## config.mk

```make
export PLATFORM = sky130hd
export DESIGN_NAME = al422_bam_scan
export DESIGN_NICKNAME = d
export VERILOG_FILES = /design/src/rtl/al422_bam_pkg.sv /design/src/rtl/al422_bam_scan_on_timer.sv /design/src/rtl/al422_bam_scan.sv
export SDC_FILE = /design/constraint.sdc
export NUM_CORES = 1
export LEC_CHECK = 0
export ABC_AREA = 1
export ABC_CLOCK_PERIOD_IN_PS = 1400
export CAP_MARGIN = 30
export CORE_UTILIZATION = 26
export DETAILED_ROUTE_END_ITERATION = 8
export PLACE_DENSITY = 0.56
export SLEW_MARGIN = 0
export SYNTH_ARGS = -nofsm -noshare
export SYNTH_HDL_FRONTEND = slang
export SYNTH_SLANG_ARGS = --single-unit
```

## constraint.sdc

```tcl
create_clock -name in_clk -period 1.4 [get_ports in_clk]
set_input_delay 0.14 -clock in_clk [delete_from_list [all_inputs] [get_ports in_clk]]
set_output_delay 0.14 -clock in_clk [all_outputs]
set_load 0.03 [all_outputs]
```

## src/rtl/al422_bam_pkg.sv

```systemverilog
// Shared types and helpers for the AL422-fed HUB75 BAM scan engine.
package al422_bam_pkg;

  typedef enum logic [2:0] {
    ST_IDLE,
    ST_RELEASE,
    ST_SHIFT,
    ST_LATCH,
    ST_DISPLAY,
    ST_BLANK,
    ST_FRAME_END
  } scan_state_e;

  localparam int RGB_W    = 3;
  localparam int RGB1_LSB = 0;
  localparam int RGB2_LSB = 3;

  // Wide enough for the largest plane weight times the full brightness range.
  function automatic int on_time_width(input int base_cycles, input int planes);
    int max_v;
    max_v = base_cycles * (1 << (planes - 1)) * 256 + 1;
    return $clog2(max_v);
  endfunction

endpackage

```

## src/rtl/al422_bam_scan_on_timer.sv

```systemverilog
// BAM on-time loader and down-counter for one bit plane.
// Brightness scaling is compiled in only when BAM_BRIGHTNESS_EN is defined.
module bam_on_timer
  import al422_bam_pkg::*;
#(
  parameter int BASE_CYCLES = 4,
  parameter int PLANE_W     = 3,
  parameter int OTW         = 18
) (
  input  logic               clk,
  input  logic               rst,
  input  logic               load,
  input  logic               dec,
  input  logic [PLANE_W-1:0] plane,
  input  logic [7:0]         brightness,
  output logic               zero,
  output logic               done
);

  logic [OTW-1:0] base_shift;
  logic [OTW-1:0] on_time;
  logic [OTW-1:0] cnt_d;
  logic [OTW-1:0] cnt_q;

  always_comb base_shift = OTW'(BASE_CYCLES) << plane;

`ifdef BAM_BRIGHTNESS_EN
  logic [OTW-1:0] scale;
  logic [OTW-1:0] product;

  // Full-width product before the shift so small planes keep their fraction.
  always_comb begin
    scale   = OTW'({1'b0, brightness}) + OTW'(1);
    product = base_shift * scale;
    on_time = product >> 8;
  end
`else
  logic unused_brightness;
  assign unused_brightness = ^brightness;
  always_comb on_time = base_shift;
`endif

  always_comb begin
    cnt_d = cnt_q;
    if (load) begin
      cnt_d = on_time;
    end else if (dec && (cnt_q != '0)) begin
      cnt_d = cnt_q - 1'b1;
    end
  end

  always_ff @(posedge clk or posedge rst) begin
    if (rst) begin
      cnt_q <= '0;
    end else begin
      cnt_q <= cnt_d;
    end
  end

  assign zero = (on_time == '0);
  assign done = (cnt_q <= OTW'(1));

endmodule

```

## src/rtl/al422_bam_scan.sv

```systemverilog
// HUB75 bit-angle-modulation scan engine reading pre-sliced planes from an AL422 FIFO.
// Optional global brightness scaling is enabled with BAM_BRIGHTNESS_EN.
module al422_bam_scan
  import al422_bam_pkg::*;
#(
  parameter int COLS        = 64,
  parameter int PLANES      = 8,
  parameter int ROW_BITS    = 5,
  parameter int BASE_CYCLES = 4
) (
  input  logic                in_clk,
  input  logic                in_rst,
  input  logic                start,
  input  logic [7:0]          brightness,
  input  logic [7:0]          in_data,
  output logic                al422_re_out,
  output logic                al422_nrst_out,
  output logic                led_clk_out,
  output logic                led_lat_out,
  output logic                led_oe_out,
  output logic [ROW_BITS-1:0] led_row,
  output logic [2:0]          rgb1,
  output logic [2:0]          rgb2,
  output logic                frame_done
);

  localparam int OTW     = on_time_width(BASE_CYCLES, PLANES);
  localparam int PLANE_W = (PLANES > 1) ? $clog2(PLANES) : 1;
  localparam int C_W     = $clog2(2 * COLS + 1);

  localparam logic [C_W-1:0]      C_LAST     = C_W'(2 * COLS);
  localparam logic [C_W-1:0]      C_TWO      = C_W'(2);
  localparam logic [PLANE_W-1:0]  PLANE_LAST = PLANE_W'(PLANES - 1);
  localparam logic [ROW_BITS-1:0] ROW_LAST   = '1;

  scan_state_e         state_d, state_q;
  logic [C_W-1:0]      col_d, col_q;
  logic [PLANE_W-1:0]  plane_d, plane_q;
  logic [ROW_BITS-1:0] row_d, row_q;
  logic                tmr_load, tmr_dec, tmr_zero, tmr_done;

  logic                re_d, re_q;
  logic                nrst_d, nrst_q;
  logic                lclk_d, lclk_q;
  logic                lat_d, lat_q;
  logic                oe_d, oe_q;
  logic                done_d, done_q;
  logic [ROW_BITS-1:0] led_row_d, led_row_q;
  logic [2:0]          rgb1_d, rgb1_q;
  logic [2:0]          rgb2_d, rgb2_q;

  logic unused_in_bits;
  assign unused_in_bits = ^in_data[7:6];

  bam_on_timer #(
    .BASE_CYCLES(BASE_CYCLES),
    .PLANE_W    (PLANE_W),
    .OTW        (OTW)
  ) u_on_timer (
    .clk       (in_clk),
    .rst       (in_rst),
    .load      (tmr_load),
    .dec       (tmr_dec),
    .plane     (plane_q),
    .brightness(brightness),
    .zero      (tmr_zero),
    .done      (tmr_done)
  );

  always_comb begin
    state_d  = state_q;
    col_d    = col_q;
    plane_d  = plane_q;
    row_d    = row_q;
    tmr_load = 1'b0;
    tmr_dec  = 1'b0;
    case (state_q)
      ST_IDLE: begin
        if (start) state_d = ST_RELEASE;
      end
      ST_RELEASE: begin
        col_d   = '0;
        state_d = ST_SHIFT;
      end
      ST_SHIFT: begin
        if (col_q == C_LAST) begin
          col_d   = '0;
          state_d = ST_LATCH;
        end else begin
          col_d = col_q + 1'b1;
        end
      end
      ST_LATCH: begin
        tmr_load = 1'b1;
        state_d  = tmr_zero ? ST_BLANK : ST_DISPLAY;
      end
      ST_DISPLAY: begin
        tmr_dec = 1'b1;
        if (tmr_done) state_d = ST_BLANK;
      end
      ST_BLANK: begin
        if (plane_q == PLANE_LAST) begin
          plane_d = '0;
          if (row_q == ROW_LAST) begin
            state_d = ST_FRAME_END;
          end else begin
            row_d   = row_q + 1'b1;
            state_d = ST_SHIFT;
          end
        end else begin
          plane_d = plane_q + 1'b1;
          state_d = ST_SHIFT;
        end
      end
      ST_FRAME_END: begin
        row_d   = '0;
        plane_d = '0;
        state_d = start ? ST_RELEASE : ST_IDLE;
      end
      default: state_d = ST_IDLE;
    endcase
  end

  // Outputs are decoded from the current state and registered, so every
  // pin trails its state by one cycle; rgb captures on the edge closing a read.
  always_comb begin
    re_d      = 1'b1;
    nrst_d    = 1'b1;
    lclk_d    = 1'b0;
    lat_d     = 1'b0;
    oe_d      = 1'b1;
    done_d    = 1'b0;
    led_row_d = led_row_q;
    rgb1_d    = re_q ? rgb1_q : in_data[RGB1_LSB +: RGB_W];
    rgb2_d    = re_q ? rgb2_q : in_data[RGB2_LSB +: RGB_W];
    case (state_q)
      ST_IDLE: nrst_d = 1'b0;
      ST_SHIFT: begin
        re_d   = ~(~col_q[0] && (col_q < C_LAST));
        lclk_d = ~col_q[0] && (col_q >= C_TWO);
      end
      ST_LATCH: begin
        lat_d     = 1'b1;
        led_row_d = row_q;
      end
      ST_DISPLAY: oe_d = 1'b0;
      ST_FRAME_END: begin
        nrst_d = 1'b0;
        done_d = 1'b1;
      end
      default: ;
    endcase
  end

  always_ff @(posedge in_clk or posedge in_rst) begin
    if (in_rst) begin
      state_q <= ST_IDLE;
      col_q   <= '0;
      plane_q <= '0;
      row_q   <= '0;
    end else begin
      state_q <= state_d;
      col_q   <= col_d;
      plane_q <= plane_d;
      row_q   <= row_d;
    end
  end

  always_ff @(posedge in_clk or posedge in_rst) begin
    if (in_rst) begin
      re_q      <= 1'b1;
      nrst_q    <= 1'b0;
      lclk_q    <= 1'b0;
      lat_q     <= 1'b0;
      oe_q      <= 1'b1;
      done_q    <= 1'b0;
      led_row_q <= '0;
      rgb1_q    <= '0;
      rgb2_q    <= '0;
    end else begin
      re_q      <= re_d;
      nrst_q    <= nrst_d;
      lclk_q    <= lclk_d;
      lat_q     <= lat_d;
      oe_q      <= oe_d;
      done_q    <= done_d;
      led_row_q <= led_row_d;
      rgb1_q    <= rgb1_d;
      rgb2_q    <= rgb2_d;
    end
  end

  assign al422_re_out   = re_q;
  assign al422_nrst_out = nrst_q;
  assign led_clk_out    = lclk_q;
  assign led_lat_out    = lat_q;
  assign led_oe_out     = oe_q;
  assign led_row        = led_row_q;
  assign rgb1           = rgb1_q;
  assign rgb2           = rgb2_q;
  assign frame_done     = done_q;

endmodule

```

==> impl_results.md, run 1 <==
- Reg-to-reg startpoint: u_on_timer.cnt_q[1]$_DFFE_PP0P_
- Final worst slack: -108.2 ps
- Design area: around 4700 sq um
- CP Cell Sequence: inv_2, ha_4, nand3_2, nor2_2, nand2_2, nand2_4, nand2_8, buf_12, nand2_4, o21ai_2
- Slew HR: roughly 79%
- Number of max-cap violations: 0
- PwrDens: 2476 nW/um^2
- Gr usage total: about 14%
- Main combinational cell family by area after synthesis: simple AND/OR/NAND/NOR gates
- Cell area after synthesis: around 3000 sq um
- H-tree levels: 2
- Setup Skew: around 3.2 ps
- Final TNS setup: -945.0 ps
- Largest net degree at the start of global routing: 26
- Post-synthesis simple-gate area fraction: approximately 33%
- Clk Latency, worst-skew pair: slightly below 300 ps
- I/O Pins: 36
- Initial Util: about 27%
- Initial antenna violation count: 0
- Critical Path RT: between 1500 and 2000 ps
- Worst setup path category: flop to flop
- Die Span Y: 109.6 um
- Worst Tran Pin Value: 314.0 ps
- Slowest cell delay on critical path: approximately 400 ps
- Compound-Gate Fraction of Synth Area: about 7%
- First drt pass iteration count: 4
- Crit. Startpoint: u_on_timer.cnt_q[1]$_DFFE_PP0P_
- Number of DRC markers in iteration 0: between 150 and 200
- Failing checks: negative setup slack
- Max Fclk: approximately 660 MHz
- Die ar.: 12,020 sq um
- Area after DPL: ~3900 sq um
- Min-delay worst type: input pin to async pin
- LEAKAGE: 0.002295 uW
- Ys flop type: dfrtp_1
- DP HPWL: about 5500 um
- Critical Path End Type: flop
- Wirelength per Cell: 12.57 um
- Post-Synth Adder-Cell Area: between 4 and 5%
- Top post-synthesis cells by area: dfrtp_1, nand2_1, nand3_1
- DRT Wirelength: 7992 um
- Register bit total from synthesis: 54
- Max Slew Vio Count: 0
- Syn Area/Cell: a little under 8 sq um
- Hold bufs inserted after CTS: 0
- DRC: 0
- Vias in the first global route: ~2,700
- Post-detailed-route count of antenna-violating nets: 0
- Number of nets in the layout: about 530
- Synth warnings: 0
- Via/cell ratio: 4.560
- Synth Area in XOR/XNOR: less than 1%
- Seq/Total Area, Yosys: between 40% and 50%
- Syn Nets: 417
- Total gr overflow: 0
- Reg clk slew, reported paths: 70 ps
- Pre-CTS setup slack: -112.4 ps
- Count leader, synth: nand2_1
- ANT cells: 0
- Area growth, synth to finish: 55.11%
- Die Width: 109.6 um
- Min cycle time layout: between 1500 and 2000 ps
- Final setup fails: 15
- Clock sink count: 54
- Yosys cell types: 32
- Row cnt: 38
- Cells after synthesis: 386
- RSZ-0062 raised after global routing: yes
- RD Place Congestion: 0.8674
- CTS tree: done
- PortBufs: 25
- Final period util: 107.7%
- Global-route wire length before repair: 12,910 um
- Status: complete, but fails checks
- Mux contribution to synthesized area: under 10%
- Startpoint types: flop
- Synth area leader: dfrtp_1
- Ys async rst share: between 90% and 100%
- CTS root buf: clkbuf_16
- Hold Fails Final Rpt: 0
- Crit-path slowest cell: dfrtp_1
- Number of flops mapped to enable cells by yosys: 0
- Inserted Clock Buffers: 5
- Yosys top cell area share: 43.19%
- Share of cells above drive strength 1: between 40% and 50%
- Via total after detailed routing: between 2,000 and 3,000
- Core Area: 11,080 sq um
- Max FO, Critical Path: 8
- Critical Path AT: 1690 ps
- Longest Clk Path Bufs: 2
- Top cell by count, worst path: nand2_4
- Most common library cells after synthesis: nand2_1, dfrtp_1, nor2_1, inv_1, nand3_1
- Maximum vdd drop: 0.001122 V
==> layout by cell type, fill, tap and decap left out, types with 14 or more instances in the layout <==
master         instances
inv_2                 14
nor2_2                17
buf_4                 72
nand2_1               80
nand3_1               29
dfrtp_1               45
inv_1                 31
nand2_2               17
dlygate4sd2_1         16
nand3_2               14
nor2_1                21
==> cells by family after synthesis <==
| family | Yosys count |
|---|---|
| flops | 54 |
| simple gates | 221 |
| xor+xnor | 3 |
| buf+inv | 56 |
| mux | 6 |
| fa+ha+maj | 12 |
| compound gates | 34 |
==> timing repair <==
action,in CTS,in global routing
gates cloned,1,0
buffers inserted,5,12
pin swaps,15,43
setup endpoints to repair,37,31
gates resized for setup,50,108
==> worst max-delay path, delay by kind of cell (launching register included) <==
kind / cells / cell delay, ps
simple gates: 6 / 560
fa+ha+maj: 1 / 130
flops: 1 / 400
buf+inv: 2 / 260
compound gates: 1 / 50
==> layer usage <==
metal / vias up / wire, um / GRT usage (%)
li1: 1463 / - / -
met1: 1390 / 3639 / 17.74
met2: 40 / 4098 / 24.12
met3: 7 / 174 / 2.253
met4: 0 / 80 / 2.571
met5: - / 0 / 0
==> flip-flops by register name, summed over array words and instances, names as in the netlist <==
register / cells
frame_done: 1
led_oe_out: 1
al422_re_out: 1
led_clk_out: 1
row_q: 5
u_on_timer.cnt_q: 18
state_q: 3
plane_q: 3
led_lat_out: 1
rgb1: 3
rgb2: 3
led_row: 5
al422_nrst_out: 1
col_q: 8
==> stage by stage <==
| step | total power (uW) | std cells | hold slack [ps] | util (%) |
|---|---|---|---|---|
| 2_1_floorplan | 6008 | 386 | 207.0 | - |
| 6_report | 11570 | 636 | 152.5 | 42.18 |
| 3_5_place_dp | 8505 | 611 | 467.8 | 35.43 |
| 4_1_cts | 10260 | 625 | 159.3 | 38.13 |
| 3_3_place_gp | 8406 | 611 | 467.2 | 35.43 |
| 5_1_grt | 12450 | 636 | 189.0 | 42.18 |
==> layout make-up <==
type / instances / area [sq um]
clock inverters: 2 / 37.54
fillers: 1100 / 6405
inverters: 49 / 205.2
repair buffers: 108 / 913.4
multi-input cells: 276 / 1834
well taps: 140 / 175.2
repair inverters: 1 / 16.27
clock buffers: 6 / 128.9
flip-flops and latches: 54 / 1363
==> power breakdown <==
group	switching (uW)	internal (uW)	leakage, uW	total [uW]
clock network	562	846	0.0000771	1410
logic	4190	3330	0.00152	7520
registers	490	2160	0.000696	2650
==> final timing paths <==
path / slack, ps / endpoint / cells past startpoint
worst max-delay path: -110 / u_on_timer.cnt_q[3]$_DFFE_PP0P_ / 10
worst min-delay path: 150 / led_clk_out$_DFF_PP0_ / 2
worst max register to register: -110 / u_on_timer.cnt_q[3]$_DFFE_PP0P_ / 10
worst min register to register: 490 / led_row[0]$_DFFE_PP0P_ / 2
max in group asynchronous: 790 / plane_q[2]$_DFFE_PP0P_ / 3
min in group in_clk: 470 / rgb2[2]$_DFFE_PP0N_ / 2
(Power assumes the default switching activity.)
==> inputs of run 2 (changes only) <==
--- a/config.mk
+++ b/config.mk
@@ -6,11 +6,11 @@
 export NUM_CORES = 1
 export LEC_CHECK = 0
 export ABC_AREA = 1
-export ABC_CLOCK_PERIOD_IN_PS = 1400
 export CAP_MARGIN = 30
-export CORE_UTILIZATION = 26
+export CORE_UTILIZATION = 50
 export DETAILED_ROUTE_END_ITERATION = 8
-export PLACE_DENSITY = 0.56
+export PLACE_DENSITY = 0.87
+export REMOVE_ABC_BUFFERS = 1
 export SLEW_MARGIN = 0
 export SYNTH_ARGS = -nofsm -noshare
 export SYNTH_HDL_FRONTEND = slang
==> impl_results.md, run 2 (same netlist as run 1, synthesis figures left out) <==
- Global-route wire length before repair: 14,230 um (+10%)
- Critical Path RT: 1600 ps (+20 ps)
- Gr usage total: 29.45% (+16 points)
- Commonest non-fill, non-tap cell in the layout: nand2_1
- Critical Path AT: 1770 ps (+80 ps)
- Worst setup path category: flop to flop
- Via/cell ratio: 5.544 (+22%)
- PwrDens: 2522 nW/um^2 (+1.9%)
- Max Fclk: 637.5 MHz (-3.8%)
- Top cell by count, worst path: nor2_2
- Top register by number of flip-flops: u_on_timer.cnt_q
- Hold Fails Final Rpt: 0 (unchanged)
- Final worst slack: -168.5 ps (-60.32 ps)
- I/O Pins: 36 (unchanged)
- Critical Path End Type: flop
- Die ar.: 6340 sq um (-47%)
- Status: complete, but fails checks
- Max Slew Vio Count: 0 (unchanged)
- CTS tree: done
- Setup Skew: 11.48 ps (+8.237 ps)
- Total gr overflow: 0 (unchanged)
- Startpoint types: flop
- CP Cell Sequence: ha_2, ha_1, inv_2, nor2_2, o21ai_4, o21ai_1, nand2_1, nor2_2
- Area after DPL: 3714 sq um (-5.4%)
- Largest net degree at the start of global routing: 55 (+110%)
- CTS root buf: clkbuf_8
- Core Area: 5642 sq um (-49%)
- LEAKAGE: 0.002233 uW (-2.7%)
- Initial antenna violation count: 0 (unchanged)
- Reg clk slew, reported paths: 110 ps (+40 ps)
- Final setup fails: 26 (+11)
- Failing checks: negative setup slack
- Final TNS setup: -2765 ps (-1820 ps)
- DRT Wirelength: 9359 um (+17%)
- Post-detailed-route count of antenna-violating nets: 0 (unchanged)
- Area growth, synth to finish: 45.64%
- Vias in the first global route: 3,106 (+13%)
- Longest Clk Path Bufs: 2 (unchanged)
- Number of max-cap violations: 0 (unchanged)
- Number of nets in the layout: 520 (-1.1%)
- Inserted Clock Buffers: 5 (unchanged)
- Maximum vdd drop: 0.001438 V (+28%)
- RSZ-0062 raised after global routing: yes
- DRC: 0 (unchanged)
- RD Place Congestion: 0.9045 (+4.3%)
- Die Span Y: 79.63 um (-27%)
- Largest regs: u_on_timer.cnt_q x18, col_q x8
- Die Width: 79.63 um (-27%)
- DP HPWL: 5275 um (-4.3%)
- ANT cells: 0 (unchanged)
- Min-delay worst type: input pin to async pin
- Row cnt: 27 (-29%)
- Clk Latency, worst-skew pair: 320 ps (+30 ps)
- Wirelength per Cell: 16.65 um (+33%)
- Final period util: 112.0% (+4.3 points)
- Register-to-register setup slack: -170 ps (-60 ps)
- Via total after detailed routing: 3,116 (+7.4%)
- Initial Util: 53.40% (+26 points)
- Final Core Density: 77.78% (+36 points)
- First drt pass iteration count: 5 (+1)
- Clock sink count: 54 (unchanged)
- Slowest cell delay on critical path: 400 ps (about the same)
- Worst Tran Pin Value: 343.8 ps (+29.80 ps)
- PortBufs: 25 (unchanged)
- Hold Slack: 170.3 ps (+17.81 ps)
- Design area: 4388 sq um (-6.1%)
- Crit-path slowest cell: dfrtp_1
- Number of DRC markers in iteration 0: 230 (+43%)
- Min cycle time layout: 1569 ps (+60.32 ps)
- H-tree levels: 2 (unchanged)
- Max reg flops: 18 (unchanged)
- Commonest non-fill, non-tap cells in the layout: nand2_1, buf_4, dfrtp_1
- Share of cells above drive strength 1: 40.41% (-3.7 points)
- Slew HR: 76.84% (-2.3 points)
- Max FO, Critical Path: 4 (-4)
==> run 2: worst paths after layout <==
| kind | cells after the start | to | from |
|---|---|---|---|
| worst max register to register | 8 | row_q[3]$_DFFE_PP0P_ | plane_q[1]$_DFFE_PP0P_ |
| worst min register to register | 2 | led_row[2]$_DFFE_PP0P_ | led_row[2]$_DFFE_PP0P_ |
| max in group asynchronous | 3 | led_oe_out$_DFF_PP1_ | in_rst |
| worst max-delay path | 8 | row_q[3]$_DFFE_PP0P_ | plane_q[1]$_DFFE_PP0P_ |
| min in group in_clk | 2 | rgb2[1]$_DFFE_PP0N_ | in_data[4] |
| worst min-delay path | 3 | u_on_timer.cnt_q[10]$_DFFE_PP0P_ | in_rst |
==> run 2: layout make-up <==
type	instances	area, sq um
Inverter	49	206.4
Sequential cell	54	1356
Timing Repair inverter	1	16.27
Clock inverter	3	18.77
Multi-Input combinational cell	276	1754
Clock buffer	5	68.82
Fill cell	347	1254
Tap cell	72	90.09
Timing Repair Buffer	102	877.1
==> run 2: routing by layer <==
layer | share of wire (%) | track usage [%] | vias to the layer above | routed length (um)
met4 | 5.0 | 12.18 | 0 | 465
met5 | 0 | 0 | - | 0
met1 | 37 | 34.17 | 1500 | 3496
met3 | 4.0 | 5.371 | 48 | 372
met2 | 54 | 52.91 | 119 | 5024
li1 | - | - | 1449 | -
==> run 2: repair_timing <==
| action | in CTS | in global routing |
|---|---|---|
| buffers inserted | 20 | 6 |
| resized for setup | 86 | 48 |
| endpoints found under the hold margin | 0 | 0 |
| gates cloned | 2 | 0 |
| setup endpoints to repair | 40 | 38 |
| hold buffers | 0 | 0 |
| pin swaps | 30 | 22 |
==> run 2: where the power goes <==
| group | internal [uW] | switching, uW |
|---|---|---|
| Combinational | 3160 | 4370 |
| Clock | 354 | 558 |
| Sequential | 2140 | 491 |
| Total | 5650 | 5410 |
==> run 2: worst max-delay path, delay by kind of cell, from the launching register on <==
family | cells | cell delay [ps]
AO/OA/AOI/OAI | 2 | 340
adder cells (fa/ha/maj) | 2 | 410
buffers and inverters | 1 | 100
flip-flops | 1 | 400
AND/OR/NAND/NOR | 3 | 210
==> run 2: through the flow <==
stage,instances,total power (uW),setup slack (ps)
CTS,556,10010,-113.7
detailed placement,527,8158,-177.4
floorplan,379,5907,-364.7
global placement,527,7891,-62.06
global route,562,11800,-251.0
finish,562,11070,-168.5
==> inputs of run 3 (changes only) <==
--- a/config.mk
+++ b/config.mk
@@ -7,9 +7,10 @@
 export LEC_CHECK = 0
 export ABC_AREA = 1
 export CAP_MARGIN = 30
-export CORE_UTILIZATION = 50
+export CORE_UTILIZATION = 52
+export CTS_BUF_LIST = sky130_fd_sc_hd__clkbuf_4 sky130_fd_sc_hd__clkbuf_8
 export DETAILED_ROUTE_END_ITERATION = 8
-export PLACE_DENSITY = 0.87
+export PLACE_DENSITY = 0.89
 export REMOVE_ABC_BUFFERS = 1
 export SLEW_MARGIN = 0
 export SYNTH_ARGS = -nofsm -noshare
==> impl_results.md, run 3 (same netlist as run 1, synthesis figures left out) <==
- Largest regs: u_on_timer.cnt_q x18, col_q x8
- Max Fclk: 636.7 MHz (-0.14%)
- Post-detailed-route count of antenna-violating nets: 0 (unchanged)
- CTS tree: done
- CTS root buf: clkbuf_8
- Die Width: 78.12 um (-1.9%)
- LEAKAGE: 0.002158 uW (-3.4%)
- Final Core Density: 76.92% (-0.86 points)
- Min cycle time layout: 1571 ps (+2.173 ps)
- Final setup fails: 25 (-3.8%)
- Final Power: 10,640 uW (-3.9%)
- Die ar.: 6103 sq um (-3.7%)
- Number of DRC markers in iteration 0: 248 (+7.8%)
- Via/cell ratio: 5.639 (+1.7%)
- Global-route wire length before repair: 13,130 um (-7.7%)
- Critical Path End Type: flop
- Worst setup path category: flop to flop
- Initial antenna violation count: 0 (unchanged)
- Number of nets in the layout: 509 (-2.1%)
- Status: complete, but fails checks
- Max reg flops: 18 (unchanged)
- RSZ-0062 raised after global routing: yes
- Final TNS setup: -2637 ps (+127.3 ps)
- Net Switching: 5222 uW (-3.6%)
- Row cnt: 27 (unchanged)
- Reg clk slew, reported paths: 100 ps (about the same)
- Initial Util: 54.38% (+0.98 points)
- Pre-CTS setup slack: -181.5 ps (-4.160 ps)
- DP HPWL: 5458 um (+3.5%)
- PwrDens: 2497 nW/um^2 (-1.0%)
- P_int: 5417 uW (-4.1%)
- R2R cell count: 9 (+1)
- Vias in the first global route: 3,023 (-2.7%)
- DRC: 0 (unchanged)
- Area growth, synth to finish: 41.45%
- DRT Wirelength: 8964 um (-4.2%)
- Final worst slack: -170.7 ps (-2.173 ps)
- Register-to-register setup slack: -170 ps (about the same)
- Top register by number of flip-flops: u_on_timer.cnt_q
- Min-delay worst type: input pin to async pin
- Maximum vdd drop: 0.001443 V (+0.36%)
- Worst Tran Pin Value: 331.6 ps (-12.21 ps)
- I/O Pins: 36 (unchanged)
- Reg-to-reg endpoint: u_on_timer.cnt_q[6]$_DFFE_PP0P_
- Inserted Clock Buffers: 5 (unchanged)
- Wirelength per Cell: 16.27 um (-2.3%)
- Core Area: 5540 sq um (-1.8%)
- Seq pwr share: 25.1% (+1.3 points)
- Failing checks: negative setup slack
- PortBufs: 25 (unchanged)
- Critical Path AT: 1790 ps (+20 ps)
- Number of max-cap violations: 0 (unchanged)
- Reg-to-reg startpoint: u_on_timer.cnt_q[5]$_DFFE_PP0P_
- Die Span Y: 78.12 um (-1.9%)
- Share of cells above drive strength 1: 36.12% (-4.3 points)
- Sw frac: 49.08% (+0.15 points)
- Critical Path RT: 1620 ps (+20 ps)
- Startpoint types: flop
- Longest Clk Path Bufs: 2 (unchanged)
- Part of the power in the clock network: 8.8% (+0.6 points)
- Largest net degree at the start of global routing: 24 (-56%)
- Slew HR: 77.98% (+1.1 points)
- Max FO, Critical Path: 8 (+4)
- Clk Latency, worst-skew pair: 320 ps (about the same)
- Max Slew Vio Count: 0 (unchanged)
- Commonest non-fill, non-tap cells in the layout: nand2_1, buf_4, dfrtp_1
- ANT cells: 0 (unchanged)
- Clock sink count: 54 (unchanged)
- Part of the power in combinational logic: 66.2% (-1.8 points)
- Commonest non-fill, non-tap cell in the layout: nand2_1
- Final period util: 112.2% (+0.16 points)
- First drt pass iteration count: 7 (+2)
- Setup Skew: 5.576 ps (-5.909 ps)
- Via total after detailed routing: 3,107 (-0.29%)
- Fillers: 349 (+0.58%)
- Gr usage total: 27.53% (-1.9 points)
- Hold Fails Final Rpt: 0 (unchanged)
- RD Place Congestion: 0.8887 (-1.7%)
- H-tree levels: 2 (unchanged)
- Total gr overflow: 0 (unchanged)
run 3: cell types whose count changed in the layout (fill, tap and decap cells not counted), moves of 3 or more:
cell     before  now
buf_4        69   58
inv_4         4    1
nand2_1      81   88
nand2_2      20   14
nand3_1      30   34
nand3_2      13    9
nor2_1       25   29
nor2_2       17   11
run 3: area by class of cell:
| class | instances | area, sq um | area share, % |
|---|---|---|---|
| Clock inverter | 2 | 12.51 | 0.2936 |
| Tap cell | 72 | 90.09 | 2.114 |
| Timing Repair Buffer | 91 | 774.5 | 18.17 |
| Multi-Input combinational cell | 276 | 1724 | 40.46 |
| Sequential cell | 54 | 1358 | 31.86 |
| Timing Repair inverter | 1 | 8.758 | 0.2055 |
| Inverter | 49 | 211.5 | 4.962 |
| Clock buffer | 6 | 82.58 | 1.938 |
run 3: how the worst max path moves through the flow:
stage,start,to,slack [ps],cells past startpoint
6_report,u_on_timer.cnt_q[5]$_DFFE_PP0P_,u_on_timer.cnt_q[6]$_DFFE_PP0P_,-170,9
5_1_grt,u_on_timer.cnt_q[1]$_DFFE_PP0P_,state_q[0]$_DFFE_PP0P_,-250,10
4_1_cts,row_q[0]$_DFFE_PP0P_,row_q[2]$_DFFE_PP0P_,-130,9
3_5_place_dp,row_q[0]$_DFFE_PP0P_,row_q[0]$_DFFE_PP0P_,-180,9
3_3_place_gp,row_q[0]$_DFFE_PP0P_,row_q[1]$_DFFE_PP0P_,-60,9
2_1_floorplan,state_q[0]$_DFFE_PP0P_,u_on_timer.cnt_q[5]$_DFFE_PP0P_,-360,7
run 3: critical path, cell delays in order, from the launching register on:
cell and delay (ps):
dfrtp_1 490, nor2_4 200, nand2_2 100, nor2_4 140
nand2_4 80, nand2_8 110, nand2_8 90, buf_12 160
nand2_4 50, o21ai_2 50
run 3: layer usage:
| layer | part of all wire, % | global-route usage (%) | wire, um | up-vias |
|---|---|---|---|---|
| met5 | 0 | 0 | 0 | - |
| met4 | 4.2 | 13.33 | 376 | 0 |
| met3 | 5.1 | 4.884 | 457 | 40 |
| met2 | 52 | 49.56 | 4663 | 135 |
| met1 | 39 | 31.36 | 3466 | 1506 |
| li1 | - | - | - | 1426 |
run 3: per-stage QoR:
step	hold slack, ps	std cells	area (sq um)
after detailed placement	403.2	528	3721
after CTS	69.02	543	3955
after global placement	402.3	528	3721
after global routing	78.03	551	4262
after floorplan	290.6	379	2968
final	62.06	551	4262
run 3: repair_timing:
item,in CTS,in global routing
gates resized for setup,52,66
setup buffers,7,7
endpoints found under the setup margin,40,29
gates cloned,0,1
pin swaps,20,22
hold buffers,0,0
run 3: power by group through the flow:
stage	clock (uW)	combinational [uW]	sequential (uW)
floorplan	0	2970	2940
global placement	0	5380	2550
detailed placement	0	5600	2590
CTS	934	5910	2560
global route	994	7640	2730
finish	932	7040	2670
